## config.mk

```make
export PLATFORM = sky130hd
export DESIGN_NAME = decrypt_result_buffer
export DESIGN_NICKNAME = d
export VERILOG_FILES = /design/src/rtl/decrypt_result_buffer_pkg.sv /design/src/rtl/decrypt_result_buffer_result_store.sv /design/src/rtl/decrypt_result_buffer.sv
export SDC_FILE = /design/constraint.sdc
export NUM_CORES = 1
export LEC_CHECK = 0
export ABC_CLOCK_PERIOD_IN_PS = 4340
export CAP_MARGIN = 20
export CORE_ASPECT_RATIO = 0.75
export CORE_MARGIN = 10
export CORE_UTILIZATION = 50
export DETAILED_ROUTE_END_ITERATION = 12
export HOLD_SLACK_MARGIN = 0.05
export PLACE_DENSITY = 0.68
export REMOVE_ABC_BUFFERS = 1
export SLEW_MARGIN = 5
export SYNTH_ARGS = -nofsm -noshare
export SYNTH_HDL_FRONTEND = slang
export SYNTH_SLANG_ARGS = --single-unit
```

## constraint.sdc

```tcl
create_clock -name clk -period 4.34 [get_ports clk]
set_input_delay 0.434 -clock clk [delete_from_list [all_inputs] [get_ports clk]]
set_output_delay 0.434 -clock clk [all_outputs]
set_load 0.01 [all_outputs]
```

## src/rtl/decrypt_result_buffer_pkg.sv

```systemverilog
// Shared definitions for the decryption result buffer: FSM state encoding and the
// default address/data widths that must match the Decryption instance.
package decrypt_result_buffer_pkg;

  localparam int DEF_ADDR_WIDTH = 4;
  localparam int DEF_DATA_WIDTH = 8;

  typedef enum logic [1:0] {
    CAPTURE = 2'd0,
    DRAIN   = 2'd1,
    DONE    = 2'd2
  } state_e;

endpackage

```

## src/rtl/decrypt_result_buffer_result_store.sv

```systemverilog
// Result storage: MEM_DEPTH x DATA_WIDTH register file with synchronous write,
// asynchronous read and a per-slot valid vector that can be cleared in one cycle.
module result_store #(
  parameter int ADDR_WIDTH = 4,
  parameter int DATA_WIDTH = 8,
  parameter int MEM_DEPTH  = 16
) (
  input  logic                  clk,
  input  logic                  rst,
  input  logic                  we,
  input  logic [ADDR_WIDTH-1:0] waddr,
  input  logic [DATA_WIDTH-1:0] wdata,
  input  logic                  clr,
  input  logic [ADDR_WIDTH-1:0] raddr,
  output logic [DATA_WIDTH-1:0] rdata,
  output logic [MEM_DEPTH-1:0]  valid
);

  logic [DATA_WIDTH-1:0] mem_r [MEM_DEPTH];
  logic [MEM_DEPTH-1:0]  valid_r;

  // Data array write; contents are deliberately left unreset
  always_ff @(posedge clk) begin
    if (we) begin
      mem_r[waddr] <= wdata;
    end
  end

  // Valid bits: reset and bulk clear dominate a same-cycle write
  always_ff @(posedge clk) begin
    if (rst) begin
      valid_r <= {MEM_DEPTH{1'b0}};
    end else if (clr) begin
      valid_r <= {MEM_DEPTH{1'b0}};
    end else if (we) begin
      valid_r[waddr] <= 1'b1;
    end
  end

  assign rdata = mem_r[raddr];
  assign valid = valid_r;

endmodule

```

## src/rtl/decrypt_result_buffer.sv

```systemverilog
// Capture stage behind the Decryption RAM port: absorbs random-order writes, then drains
// written slots in ascending order on the finished edge. Option: DUP_WRITE_CHECK_EN adds dup_err.
module decrypt_result_buffer
  import decrypt_result_buffer_pkg::*;
#(
  parameter int ADDR_WIDTH = DEF_ADDR_WIDTH,
  parameter int DATA_WIDTH = DEF_DATA_WIDTH,
  parameter int MEM_DEPTH  = 2 ** ADDR_WIDTH
) (
  input  logic                  clk,
  input  logic                  rst,
  input  logic                  ena,
  input  logic                  wr_ena,
  input  logic [ADDR_WIDTH-1:0] wr_addr,
  input  logic [DATA_WIDTH-1:0] wr_data,
  input  logic                  finished_in,
  input  logic                  out_ready,
  output logic                  out_valid,
  output logic [ADDR_WIDTH-1:0] out_addr,
  output logic [DATA_WIDTH-1:0] out_data,
  output logic [ADDR_WIDTH:0]   count,
  output logic                  drain_done,
  output logic                  late_err
`ifdef DUP_WRITE_CHECK_EN
  ,
  output logic                  dup_err
`endif
);

  localparam logic [ADDR_WIDTH:0]   CNT_ONE  = {{ADDR_WIDTH{1'b0}}, 1'b1};
  localparam logic [ADDR_WIDTH-1:0] PTR_ONE  = {{(ADDR_WIDTH-1){1'b0}}, 1'b1};
  localparam logic [ADDR_WIDTH-1:0] PTR_LAST = ADDR_WIDTH'(MEM_DEPTH - 1);
  localparam logic [ADDR_WIDTH:0]   DEPTH_W  = (ADDR_WIDTH + 1)'(MEM_DEPTH);

  state_e                state_r, state_s;
  logic [ADDR_WIDTH-1:0] ptr_r, ptr_s;
  logic [ADDR_WIDTH:0]   count_r, count_s;
  logic                  fin_q_r;
  logic                  done_r;
  logic                  late_r, late_s;
  logic                  clr_s;
  logic                  in_range_s;
  logic                  wr_hit_s;
  logic [ADDR_WIDTH-1:0] wr_idx_s;
  logic                  slot_valid_s;
  logic                  cur_valid_s;
  logic [MEM_DEPTH-1:0]  valid_s;
  logic [DATA_WIDTH-1:0] rd_data_s;
  logic                  out_valid_s;
  logic [ADDR_WIDTH-1:0] out_addr_s;
  logic [DATA_WIDTH-1:0] out_data_s;

  result_store #(
    .ADDR_WIDTH (ADDR_WIDTH),
    .DATA_WIDTH (DATA_WIDTH),
    .MEM_DEPTH  (MEM_DEPTH)
  ) u_store (
    .clk   (clk),
    .rst   (rst),
    .we    (ena & wr_hit_s),
    .waddr (wr_idx_s),
    .wdata (wr_data),
    .clr   (ena & clr_s),
    .raddr (ptr_r),
    .rdata (rd_data_s),
    .valid (valid_s)
  );

  // Write qualification; out-of-range addresses are steered to slot 0 but never enabled
  always_comb begin
    in_range_s   = ({1'b0, wr_addr} < DEPTH_W);
    wr_idx_s     = in_range_s ? wr_addr : {ADDR_WIDTH{1'b0}};
    wr_hit_s     = wr_ena & in_range_s & (state_r == CAPTURE);
    slot_valid_s = valid_s[wr_idx_s];
    cur_valid_s  = valid_s[ptr_r];
  end

  // Next-state and stream decode
  always_comb begin
    state_s     = state_r;
    ptr_s       = ptr_r;
    count_s     = count_r;
    clr_s       = 1'b0;
    late_s      = late_r | (wr_ena & (state_r != CAPTURE));
    out_valid_s = 1'b0;
    out_addr_s  = {ADDR_WIDTH{1'b0}};
    out_data_s  = {DATA_WIDTH{1'b0}};
    case (state_r)
      CAPTURE: begin
        if (wr_hit_s && !slot_valid_s) begin
          count_s = count_r + CNT_ONE;
        end else begin
          count_s = count_r;
        end
        if (finished_in && !fin_q_r) begin
          state_s = DRAIN;
          ptr_s   = {ADDR_WIDTH{1'b0}};
        end else begin
          state_s = CAPTURE;
        end
      end
      DRAIN: begin
        out_valid_s = cur_valid_s;
        out_addr_s  = ptr_r;
        out_data_s  = rd_data_s;
        // Empty slots are skipped at one per cycle; filled slots wait for the consumer
        if (!cur_valid_s || out_ready) begin
          if (ptr_r == PTR_LAST) begin
            state_s = DONE;
          end else begin
            ptr_s = ptr_r + PTR_ONE;
          end
        end else begin
          ptr_s = ptr_r;
        end
      end
      DONE: begin
        if (!finished_in) begin
          clr_s   = 1'b1;
          count_s = {(ADDR_WIDTH + 1){1'b0}};
          ptr_s   = {ADDR_WIDTH{1'b0}};
          state_s = CAPTURE;
        end else begin
          state_s = DONE;
        end
      end
      default: begin
        state_s = CAPTURE;
      end
    endcase
  end

  // Control registers; ena low freezes everything except reset
  always_ff @(posedge clk) begin
    if (rst) begin
      state_r <= CAPTURE;
      ptr_r   <= {ADDR_WIDTH{1'b0}};
      count_r <= {(ADDR_WIDTH + 1){1'b0}};
      fin_q_r <= 1'b0;
      done_r  <= 1'b0;
      late_r  <= 1'b0;
    end else if (ena) begin
      state_r <= state_s;
      ptr_r   <= ptr_s;
      count_r <= count_s;
      fin_q_r <= finished_in;
      done_r  <= (state_s == DONE);
      late_r  <= late_s;
    end
  end

`ifdef DUP_WRITE_CHECK_EN
  logic dup_r;

  // Sticky flag for a capture-phase rewrite of an already-valid slot
  always_ff @(posedge clk) begin
    if (rst) begin
      dup_r <= 1'b0;
    end else if (ena) begin
      dup_r <= dup_r | (wr_hit_s & slot_valid_s);
    end
  end

  assign dup_err = dup_r;
`endif

  assign out_valid  = out_valid_s;
  assign out_addr   = out_addr_s;
  assign out_data   = out_data_s;
  assign count      = count_r;
  assign drain_done = done_r;
  assign late_err   = late_r;

endmodule

```

==> summary.log, run 1 <==
[drt] post-detailed-route count of antenna-violating nets 0
[synth] EDFF count, synth 128
[synth] number of register bits inferred by synthesis 162
[synth] library cell occupying the most area in the post-synthesis netlist sky130_fd_sc_hd__edfxtp_1
[synth] leading register cell type out of synthesis sky130_fd_sc_hd__edfxtp_1
[worst_setup_path] critical register-to-register path startpoint state_r[1]
[sta] unrepaired setup endpoints after global routing no
[worst_setup_path] required time of the worst setup path 3910 ps
[pwr] power density relative to cell area 433.9 nW/um^2
[floorplan] area of the core region 13060 sq um
[synth] post-synthesis area per instance 17.47 sq um
[min_path] hold path endpoint late_err
[sta] Worst Hold Margin 454.3 ps
[global_routing] first-pass GRT wire length 22530 microns
[global_routing] GRT Util Overall 15.93%
[placed_design] dpl cells 578
[floorplan] I/O pin total 38
[drt] First-pass DRT Iterations 4
[sta] Worst-Margin Slew 1013 ps
[outcome] result of the run finished, final reports clean
[pwr] net switching power 757.5 uW
[min_path] startpoint of the worst hold path late_err
[floorplan] overall die area 18500 sq um
[worst_setup_path] category of the most critical setup path register to primary output
[clock_network] # Post-CTS Setup Buffers 0
[clock_network] CTS max path bufs 2
[global_routing] initial antenna violation count 0
[floorplan] effective utilization at floorplan 51.37%
[drt] initial detailed-routing violation count 448
[worst_setup_path] CP Capture Type primary output
[worst_setup_path] type of element launching the critical path register
[clock_network] CTS HTree Levels 4
[drt] mean number of vias per cell 5.969
[sta] maximum clock frequency 0.2811 GHz
[sta] number of pins exceeding their max-slew limit in the final report 0
[sta] Relative slew margins 32.20%
[clock_network] clock latency of the later-clocked register in the worst-skew pair 420 ps
[worst_setup_path] Worst Path Max Fanout 19
[clock_network] total CTS buffers 17
[job] max capacitance violation total 0
[clock_network] post-cts hold buffer count 0
[global_routing] pin count of the biggest net entering global routing 33
[placed_design] RD Place Congestion 0.7737
[placed_design] worst-case setup slack after placement 1195 ps
[synth] Yosys warnings 0
[clock_network] root buffer cell sky130_fd_sc_hd__clkbuf_16
[clock_network] number of clock sinks 162
[synth] biggest area contributors in the synthesized netlist sky130_fd_sc_hd__edfxtp_1 57%, sky130_fd_sc_hd__mux4_2 14%, sky130_fd_sc_hd__dfxtp_1 10%
[pwr] part of the power in combinational logic 5.3%
[finish] net count reported at finish 446
[synth] sequential area share after synthesis 67.42%
[floorplan] die height 120.3 microns
[finish] antenna cell count 0
[global_routing] residual overflow from global routing 0
[pwr] Worst IR Drop VDD 0.3424 mV
[min_path] path category of the worst min-delay check register to register
[finish] final std cells w/o fill 610
[global_routing] number of global-route vias before repair 3646
[synth] count leader, synth sky130_fd_sc_hd__edfxtp_1
[worst_setup_path] R2R depth 3
[drt] final routed wire length divided by cell count 23.45 microns
[sta] worst-case clock skew 6.490 ps
[pwr] switching part of the total 22.27%
[worst_setup_path] Worst R2R End u_store.mem_r[8][1]
[worst_setup_path] data arrival time of the critical path 3120 ps
[clock_network] # resized after CTS 0
[drt] wirelength, routed 14310 microns
[clock_network] clock tree from TritonCTS done
[drt] via total after detailed routing 3641
[worst_setup_path] worst reg2reg setup slack 1920 ps
[sta] Setup-failing EPs final 0
[finish] Layout Area Growth over Synthesis 16.86%
[synth] number of different library cells in the post-synthesis netlist 54
[drt] DRC errors left 0
[sta] fin worst setup slack 782.3 ps
[sta] setup_tns 0 ps
[clock_network] clock-pin slew of the registers on the worst-case setup and hold paths 70 ps
[floorplan] number of placement rows 36
[pwr] leakage power total 2.466 nW
[sta] min Tclk post-route 3558 ps
[min_path] Cells on Worst Hold Path 2
[synth] netlist area before placement 6710 sq um
[synth] asr flop ratio synth 0%
[synth] Cells after Synth 384
[placed_design] number of port buffers 37
[placed_design] HPWL Detailed 9457 microns
[sta] number of failing hold endpoints at the final stage 0
[floorplan] Die Wd 153.8 microns
[pwr] portion of total power attributed to sequential cells 50.1%
[sta] Final period util 81.98%
[synth] area share of the largest cell type after synthesis 57.28%
[pwr] part of the total power dissipated in the clock network 44.5%
[synth] synth cell count leaders 128 x sky130_fd_sc_hd__edfxtp_1, 43 x sky130_fd_sc_hd__mux4_2, 34 x sky130_fd_sc_hd__dfxtp_1
[finish] fraction of layout cells with a size suffix above 1 22.10%
[pwr] Int Pwr 2.645 mW
## area by class of cell
type	count	area (sq um)
clock buffers	17	425.4
clock inverters	15	172.7
fillers	950	5221
inverters	3	11.26
multi-input cells	198	2057
flip-flops and latches	162	4526
well taps	171	214.0
repair buffers	44	435.4
## cells by family (layout without fill, tap and decap cells)
group,after synthesis,count (layout),synth area share [%]
adder cells (fa/ha/maj),2,2,0.3729
buffers and inverters,24,79,1.920
AO/OA/AOI/OAI,55,55,6.284
multiplexers,60,60,17.23
flip-flops,162,162,67.42
AND/OR/NAND/NOR,81,81,6.769
## critical path: stages, from the launching register on
cell and delay, ps:
sky130_fd_sc_hd__dfxtp_2 670, sky130_fd_sc_hd__buf_12 270, sky130_fd_sc_hd__mux4_2 550, sky130_fd_sc_hd__mux4_2 540, sky130_fd_sc_hd__and2_1 190, sky130_fd_sc_hd__clkdlybuf4s50_1 480
## registers in the layout, summed over array words and instances, names as in the netlist, named ones only
signal and count:
state_r 2, u_store.valid 16, count 5, u_store.mem_r 128, drain_done 1, ptr_r 4
fin_q_r 1, late_err 1
## worst max path at each step
| stage | cells past startpoint | slack, ps | endpoint | start |
|---|---|---|---|---|
| final | 5 | 780 | out_data[4] | register |
| after global routing | 5 | 620 | out_data[4] | register |
| after CTS | 5 | 710 | out_data[4] | register |
| after detailed placement | 5 | 1190 | out_data[4] | register |
| after global placement | 5 | 1220 | out_data[4] | register |
| after floorplan | 3 | 1170 | out_data[0] | register |
## placed cells by master, fill, tap and decap left out, types with 3 or more instances in the layout
cell type,synthesis,layout
sky130_fd_sc_hd__or3_1,4,4
sky130_fd_sc_hd__a21oi_1,3,3
sky130_fd_sc_hd__o21a_1,17,17
sky130_fd_sc_hd__clkbuf_16,0,17
sky130_fd_sc_hd__nor2_1,21,21
sky130_fd_sc_hd__mux4_2,43,43
sky130_fd_sc_hd__a21boi_1,8,8
sky130_fd_sc_hd__edfxtp_1,128,128
sky130_fd_sc_hd__clkdlybuf4s50_1,0,37
sky130_fd_sc_hd__nand2b_1,6,6
sky130_fd_sc_hd__dfxtp_1,34,33
sky130_fd_sc_hd__nor2b_1,3,3
sky130_fd_sc_hd__nor3_1,5,5
sky130_fd_sc_hd__nand2_1,9,9
sky130_fd_sc_hd__nand3_1,4,4
sky130_fd_sc_hd__inv_6,0,5
sky130_fd_sc_hd__o31ai_1,4,4
sky130_fd_sc_hd__buf_4,1,6
sky130_fd_sc_hd__inv_1,3,3
sky130_fd_sc_hd__o21ai_1,3,3
sky130_fd_sc_hd__and2_1,11,11
sky130_fd_sc_hd__mux2i_1,15,15
sky130_fd_sc_hd__o21ai_0,6,6
sky130_fd_sc_hd__inv_8,0,3
## routing by layer
layer	part of all wire [%]	vias up	GRT usage, %	wire, microns
met5	0	-	0	0
met4	0.90	0	5.006	129
met3	7.9	11	4.534	1132
met2	43	143	21.49	6133
met1	48	1861	24.06	6912
li1	-	1626	-	-
## stage by stage
stage	instance area (sq um)	power, mW	utilization, %
finish	7841	3.402	60.03
CTS	7841	3.423	60.03
floorplan	6593	1.831	-
global route	7841	3.499	60.03
global placement	7243	1.916	55.45
detailed placement	7243	1.920	55.45
## power groups by stage
stage | sequential (mW) | clock (mW) | combinational, mW
after detailed placement | 1.74 | 0 | 0.180
final | 1.71 | 1.52 | 0.181
after floorplan | 1.74 | 0 | 0.0898
after CTS | 1.71 | 1.54 | 0.182
after global routing | 1.71 | 1.60 | 0.195
after global placement | 1.74 | 0 | 0.177
Note: power is estimated with default switching activity, not from simulation.
==> run 2: changes to the inputs <==
--- a/config.mk
+++ b/config.mk
@@ -5,7 +5,7 @@
 export SDC_FILE = /design/constraint.sdc
 export NUM_CORES = 1
 export LEC_CHECK = 0
-export ABC_CLOCK_PERIOD_IN_PS = 4340
+export ABC_CLOCK_PERIOD_IN_PS = 3450
 export CAP_MARGIN = 20
 export CORE_ASPECT_RATIO = 0.75
 export CORE_MARGIN = 10
==> constraint.sdc (replaced) <==
create_clock -name clk -period 3.45 [get_ports clk]
set_input_delay 0.345 -clock clk [delete_from_list [all_inputs] [get_ports clk]]
set_output_delay 0.345 -clock clk [all_outputs]
set_load 0.01 [all_outputs]
==> summary.log, run 2 (synthesis results as in run 1) <==
[finish] leading cell type in the layout, fill and taps excluded sky130_fd_sc_hd__edfxtp_1
[clock_network] root buffer cell sky130_fd_sc_hd__clkbuf_16
[clock_network] # resized after CTS 0 [unchanged]
[drt] initial detailed-routing violation count 368 [-18%]
[drt] via total after detailed routing 3711 [+1.9%]
[worst_setup_path] type of element launching the critical path register
[clock_network] number of clock sinks 162 [unchanged]
[floorplan] overall die area 18500 sq um [unchanged]
[global_routing] pin count of the biggest net entering global routing 33 [unchanged]
[global_routing] M1 GR Usage 23.70% [-0.35 points]
[clock_network] clock-pin slew of the registers on the worst-case setup and hold paths 70 ps [about the same]
[sta] setup_tns 0 ps [unchanged]
[pwr] part of the total power dissipated in the clock network 42.7% [-1.8 points]
[sta] min Tclk post-route 3331 ps
[sta] maximum clock frequency 0.3002 GHz
[drt] wirelength, routed 14280 microns [-0.19%]
[pwr] switching part of the total 21.85% [-0.42 points]
[clock_network] post-cts hold buffer count 0 [unchanged]
[floorplan] I/O pin total 38 [unchanged]
[finish] antenna cell count 0 [unchanged]
[worst_setup_path] Crit path largest cell delay 770 ps [+100 ps]
[floorplan] area of the core region 13060 sq um [unchanged]
[pwr] part of the power in combinational logic 5.6% [+0.3 points]
[pwr] leakage power total 2.520 nW [+2.2%]
[global_routing] first-pass GRT wire length 22100 microns [-1.9%]
[drt] mean number of vias per cell 5.957 [-0.20%]
[placed_design] HPWL Detailed 9820 microns [+3.8%]
[drt] post-detailed-route count of antenna-violating nets 0 [unchanged]
[global_routing] met3 Use GR 3.967% [-0.57 points]
[finish] most used cells in the layout excluding fill and tap cells 128 x sky130_fd_sc_hd__edfxtp_1, 43 x sky130_fd_sc_hd__mux4_2, 37 x sky130_fd_sc_hd__clkdlybuf4s50_1
[worst_setup_path] critical-path cell list mux2i_1 -> mux4_1 -> mux2_2 -> nor2_1 -> clkdlybuf4s50_1
[global_routing] initial antenna violation count 0 [unchanged]
[worst_setup_path] worst reg2reg setup slack 1030 ps [-890 ps]
[pwr] power density relative to cell area 524.5 nW/um^2 [+21%]
[drt] final routed wire length divided by cell count 22.92 microns [-2.3%]
[worst_setup_path] Worst Path Max Fanout 13 [-6]
[drt] DRC errors left 0 [unchanged]
[worst_setup_path] Critical-path top delay cell sky130_fd_sc_hd__dfxtp_1
[finish] Layout Area Growth over Synthesis 17.83%
[sta] Relative slew margins 53.05% [+21 points]
[pwr] portion of total power attributed to sequential cells 51.7% [+1.6 points]
[clock_network] CTS HTree Levels 4 [unchanged]
[worst_setup_path] data arrival time of the critical path 2990 ps [-130 ps]
[global_routing] number of global-route vias before repair 3574 [-2.0%]
[job] max capacitance violation total 0 [unchanged]
[floorplan] die height 120.3 microns [unchanged]
[sta] Setup-failing EPs final 0 [unchanged]
[sta] number of failing hold endpoints at the final stage 0 [unchanged]
[clock_network] clock latency of the later-clocked register in the worst-skew pair 430 ps [about the same]
[clock_network] # Post-CTS Setup Buffers 0 [unchanged]
[sta] worst-case clock skew 15.40 ps [+8.915 ps]
[drt] First-pass DRT Iterations 5 [+1]
[global_routing] residual overflow from global routing 0 [unchanged]
[global_routing] GRT Util Overall 15.63% [-0.29 points]
[placed_design] RD Place Congestion 0.8029 [+3.8%]
[sta] number of pins exceeding their max-slew limit in the final report 0 [unchanged]
[global_routing] peak-usage layer in the global routing report met1
[pwr] net switching power 906.0 uW [+20%]
[pwr] Int Pwr 3.241 mW [+23%]
[clock_network] clock tree from TritonCTS done
[outcome] result of the run finished, final reports clean
[sta] Final period util 96.56%
[sta] unrepaired setup endpoints after global routing no
[worst_setup_path] category of the most critical setup path register to primary output
[placed_design] number of port buffers 37 [unchanged]
[sta] Worst-Margin Slew 703.2 ps [-310.1 ps]
[finish] fraction of the core area covered by cells at the end of the flow 60.53% [+0.50 points]
[floorplan] effective utilization at floorplan 51.37% [unchanged]
[global_routing] global-route met2 utilization 21.54% [+0.054 points]
[floorplan] Die Wd 153.8 microns [unchanged]
[finish] fraction of layout cells with a size suffix above 1 23.89% [+1.8 points]
[finish] net count reported at finish 460 [+3.1%]
[floorplan] number of placement rows 36 [unchanged]
[min_path] path category of the worst min-delay check register to register
[worst_setup_path] CP Capture Type primary output
[worst_setup_path] required time of the worst setup path 3110 ps [-800 ps]
[finish] register bank with the most flops u_store.mem_r
[clock_network] total CTS buffers 17 [unchanged]
[clock_network] CTS max path bufs 2 [unchanged]
[pwr] Worst IR Drop VDD 0.3575 mV [+4.4%]
[finish] flip-flop count of the largest register, all copies and words added 128 [unchanged]
## run 2: changes by cell type in the layout (fill, tap and decap cells not counted), sizes merged
| cell | delta |
|---|---|
| clkbuf | +1 |
| clkinvlp | -1 |
| buf | +14 |
| clkinv | +4 |
| bufinv | -1 |
| inv | -4 |
## run 2: path summary, 6_finish.rpt
path                 start         to  depth (start not counted)
setup / recovery  ptr_r[0]  out_valid                          5
hold / removal    late_err   late_err                          2
setup reg to reg  ptr_r[0]   ptr_r[0]                          5
hold reg to reg   late_err   late_err                          2
## run 2: layout make-up
type	count	area (sq um)
clock buffer	18	429.2
clock inverter	13	128.9
fill	948	5156
inverter	3	11.26
multi-input combinational	198	2057
sequential	162	4526
tap	171	214.0
timing repair buffer	58	540.5
## run 2: layer usage
| metal | up-vias | share of wire (%) |
|---|---|---|
| li1 | 1655 | - |
| met1 | 1903 | 48 |
| met2 | 143 | 44 |
| met3 | 10 | 7.0 |
| met4 | 0 | 0.95 |
| met5 | - | 0 |
## run 2: stage by stage
step	hold WS [ps]	power [mW]	worst slack, ps	instance area [sq um]	std cells
after floorplan	414.1	2.304	373.9	6593	363
after global placement	431.8	2.414	576.3	7348	592
after detailed placement	452.7	2.420	573.4	7348	592
after CTS	463.9	4.179	117.2	7906	623
after global routing	499.5	4.280	24.11	7906	623
final	465.7	4.147	118.8	7906	623
## run 2: power groups by stage
stage          Clock [mW]  Combinational [mW]  Sequential, mW
3_5_place_dp            0               0.234            2.19
6_report             1.77               0.234            2.14
2_1_floorplan           0               0.113            2.19
3_3_place_gp            0               0.229            2.18
4_1_cts              1.80               0.235            2.14
5_1_grt              1.88               0.253            2.15
## run 2: critical path: cells and delay by family (launching register included)
| family | cells | cell delay, ps |
|---|---|---|
| buf+inv | 1 | 540 |
| mux | 3 | 1150 |
| simple gates | 1 | 90 |
| flops | 1 | 770 |
==> run 3: changes to the inputs <==
--- a/config.mk
+++ b/config.mk
@@ -9,10 +9,11 @@
 export CAP_MARGIN = 20
 export CORE_ASPECT_RATIO = 0.75
 export CORE_MARGIN = 10
-export CORE_UTILIZATION = 50
+export CORE_UTILIZATION = 55
 export DETAILED_ROUTE_END_ITERATION = 12
+export GPL_ROUTABILITY_DRIVEN = 1
 export HOLD_SLACK_MARGIN = 0.05
-export PLACE_DENSITY = 0.68
+export PLACE_DENSITY = 0.73
 export REMOVE_ABC_BUFFERS = 1
 export SLEW_MARGIN = 5
 export SYNTH_ARGS = -nofsm -noshare
==> summary.log, run 3 (synthesis results as in run 1) <==
[outcome] result of the run finished, final reports clean
[global_routing] residual overflow from global routing 0 [unchanged]
[floorplan] effective utilization at floorplan 56.94% [+5.6 points]
[pwr] leakage power total 2.508 nW [-0.49%]
[clock_network] clock latency of the later-clocked register in the worst-skew pair 420 ps [about the same]
[clock_network] clock tree from TritonCTS done
[floorplan] I/O pin total 38 [unchanged]
[finish] antenna cell count 0 [unchanged]
[sta] unrepaired setup endpoints after global routing no
[min_path] path category of the worst min-delay check register to register
[floorplan] area of the core region 11780 sq um [-9.8%]
[finish] net count reported at finish 461 [+0.22%]
[sta] number of failing hold endpoints at the final stage 0 [unchanged]
[global_routing] initial antenna violation count 0 [unchanged]
[global_routing] number of global-route vias before repair 3637 [+1.8%]
[finish] flip-flop count of the largest register, all copies and words added 128 [unchanged]
[floorplan] number of placement rows 34 [-5.6%]
[floorplan] die height 115.7 microns [-3.9%]
[global_routing] GRT Util Overall 16.89% [+1.3 points]
[pwr] power density relative to cell area 517.4 nW/um^2 [-1.4%]
[clock_network] number of clock sinks 162 [unchanged]
[finish] fraction of layout cells with a size suffix above 1 23.13% [-0.77 points]
[worst_setup_path] category of the most critical setup path register to primary output
[clock_network] # resized after CTS 0 [unchanged]
[drt] DRC errors left 0 [unchanged]
[clock_network] clock-pin slew of the registers on the worst-case setup and hold paths 60 ps [about the same]
[worst_setup_path] data arrival time of the critical path 2800 ps [-190 ps]
[finish] most used cells in the layout excluding fill and tap cells 128 x sky130_fd_sc_hd__edfxtp_1, 43 x sky130_fd_sc_hd__mux4_2, 37 x sky130_fd_sc_hd__clkdlybuf4s50_1
[placed_design] area of placed instances 7345 sq um [about the same]
[job] max capacitance violation total 0 [unchanged]
[drt] via total after detailed routing 3688 [-0.62%]
[finish] Design Area, Final 7878 sq um [-0.36%]
[finish] register bank with the most flops u_store.mem_r
[finish] leading cell type in the layout, fill and taps excluded sky130_fd_sc_hd__edfxtp_1
[drt] First-pass DRT Iterations 7 [+2]
[floorplan] overall die area 17060 sq um [-7.8%]
[global_routing] pin count of the biggest net entering global routing 33 [unchanged]
[finish] final std cells w/o fill 616 [-1.1%]
[worst_setup_path] Critical-path top delay cell sky130_fd_sc_hd__mux4_2
[clock_network] CTS max path bufs 2 [unchanged]
[drt] post-detailed-route count of antenna-violating nets 0 [unchanged]
[drt] final routed wire length divided by cell count 22.40 microns [-2.3%]
[finish] number of fillers in the final layout 798 [-16%]
[worst_setup_path] Worst Path Max Fanout 32 [+19]
[worst_setup_path] critical-path cell list buf_12 -> mux4_2 -> mux4_2 -> and2_1 -> clkdlybuf4s50_1
[drt] wirelength, routed 13800 microns [-3.4%]
[finish] Layout Area Growth over Synthesis 17.40%
[sta] worst-case clock skew 12.64 ps [-2.768 ps]
[floorplan] Die Wd 147.5 microns [-4.0%]
[sta] Final period util 91.20% [-5.4 points]
[sta] min Tclk post-route 3146 ps [-184.7 ps]
[sta] number of pins exceeding their max-slew limit in the final report 0 [unchanged]
[clock_network] post-cts hold buffer count 0 [unchanged]
[sta] Worst-Margin Slew 616.3 ps [-86.97 ps]
[worst_setup_path] CP Capture Type primary output
[clock_network] # Post-CTS Setup Buffers 0 [unchanged]
[clock_network] total CTS buffers 17 [unchanged]
[sta] setup_tns 0 ps [unchanged]
[clock_network] root buffer cell sky130_fd_sc_hd__clkbuf_16
[placed_design] number of port buffers 37 [unchanged]
[clock_network] CTS HTree Levels 4 [unchanged]
[sta] Setup-failing EPs final 0 [unchanged]
[drt] initial detailed-routing violation count 389 [+5.7%]
[placed_design] RD Place Congestion 0.8758 [+9.1%]
[worst_setup_path] required time of the worst setup path 3110 ps [about the same]
[global_routing] first-pass GRT wire length 21620 microns [-2.2%]
[sta] maximum clock frequency 0.3178 GHz [+5.9%]
[worst_setup_path] type of element launching the critical path register
[sta] Relative slew margins 58.86% [+5.8 points]
[placed_design] dpl cells 584 [-1.4%]
[drt] mean number of vias per cell 5.987 [+0.51%]
[placed_design] HPWL Detailed 9535 microns [-2.9%]
[worst_setup_path] Most common cell on crit path sky130_fd_sc_hd__mux4_2
[worst_setup_path] Crit path largest cell delay 600 ps [-170 ps]
[pwr] Worst IR Drop VDD 0.4030 mV [+13%]
## run 3: critical path: cells and delay by family, from the launching register on
kind	cells	cell delay (ps)
buffers and inverters	2	730
DFF	1	340
muxes	2	1100
and+or+nand+nor	1	180
## run 3: power by group
| group | switching (mW) | total (mW) | internal [mW] |
|---|---|---|---|
| sequential | 0.0159 | 2.14 | 2.12 |
| combinational | 0.120 | 0.237 | 0.117 |
| clock | 0.708 | 1.70 | 0.990 |
## run 3: final cells by class
type / instances / area [sq um] / share of cell area, %
flip-flops and latches: 162 / 4526 / 57.45
multi-input cells: 198 / 2057 / 26.11
repair buffers: 59 / 548.0 / 6.957
clock buffers: 23 / 447.9 / 5.686
well taps: 162 / 202.7 / 2.573
clock inverters: 9 / 85.08 / 1.080
inverters: 3 / 11.26 / 0.1429
## run 3: path summary, 6_finish.rpt
kind | start | to | slack (ps) | cells past startpoint
setup / recovery | register | out_data[6] | 300 | 5
hold / removal | late_err | late_err | 440 | 2
setup reg to reg | ptr_r[0] | register | 1210 | 5
hold reg to reg | late_err | late_err | 440 | 2
## run 3: stage by stage
stage	total power, mW	util (%)	hold WS [ps]	worst slack [ps]
after floorplan	2.304	-	414.1	373.9
after global placement	2.412	62.33	431.9	745.3
after detailed placement	2.419	62.33	439.0	728.1
after CTS	4.100	66.85	446.2	281.6
after global routing	4.205	66.85	477.0	177.2
final	4.075	66.85	442.2	303.5
## run 3: metal layers
layer / up-vias / share of wire (%) / GRT usage, %
met2: 134 / 46 / 25.15
met3: 20 / 6.4 / 3.428
met1: 1867 / 46 / 24.23
met5: - / 0 / 0
met4: 0 / 1.4 / 6.324
li1: 1667 / - / -
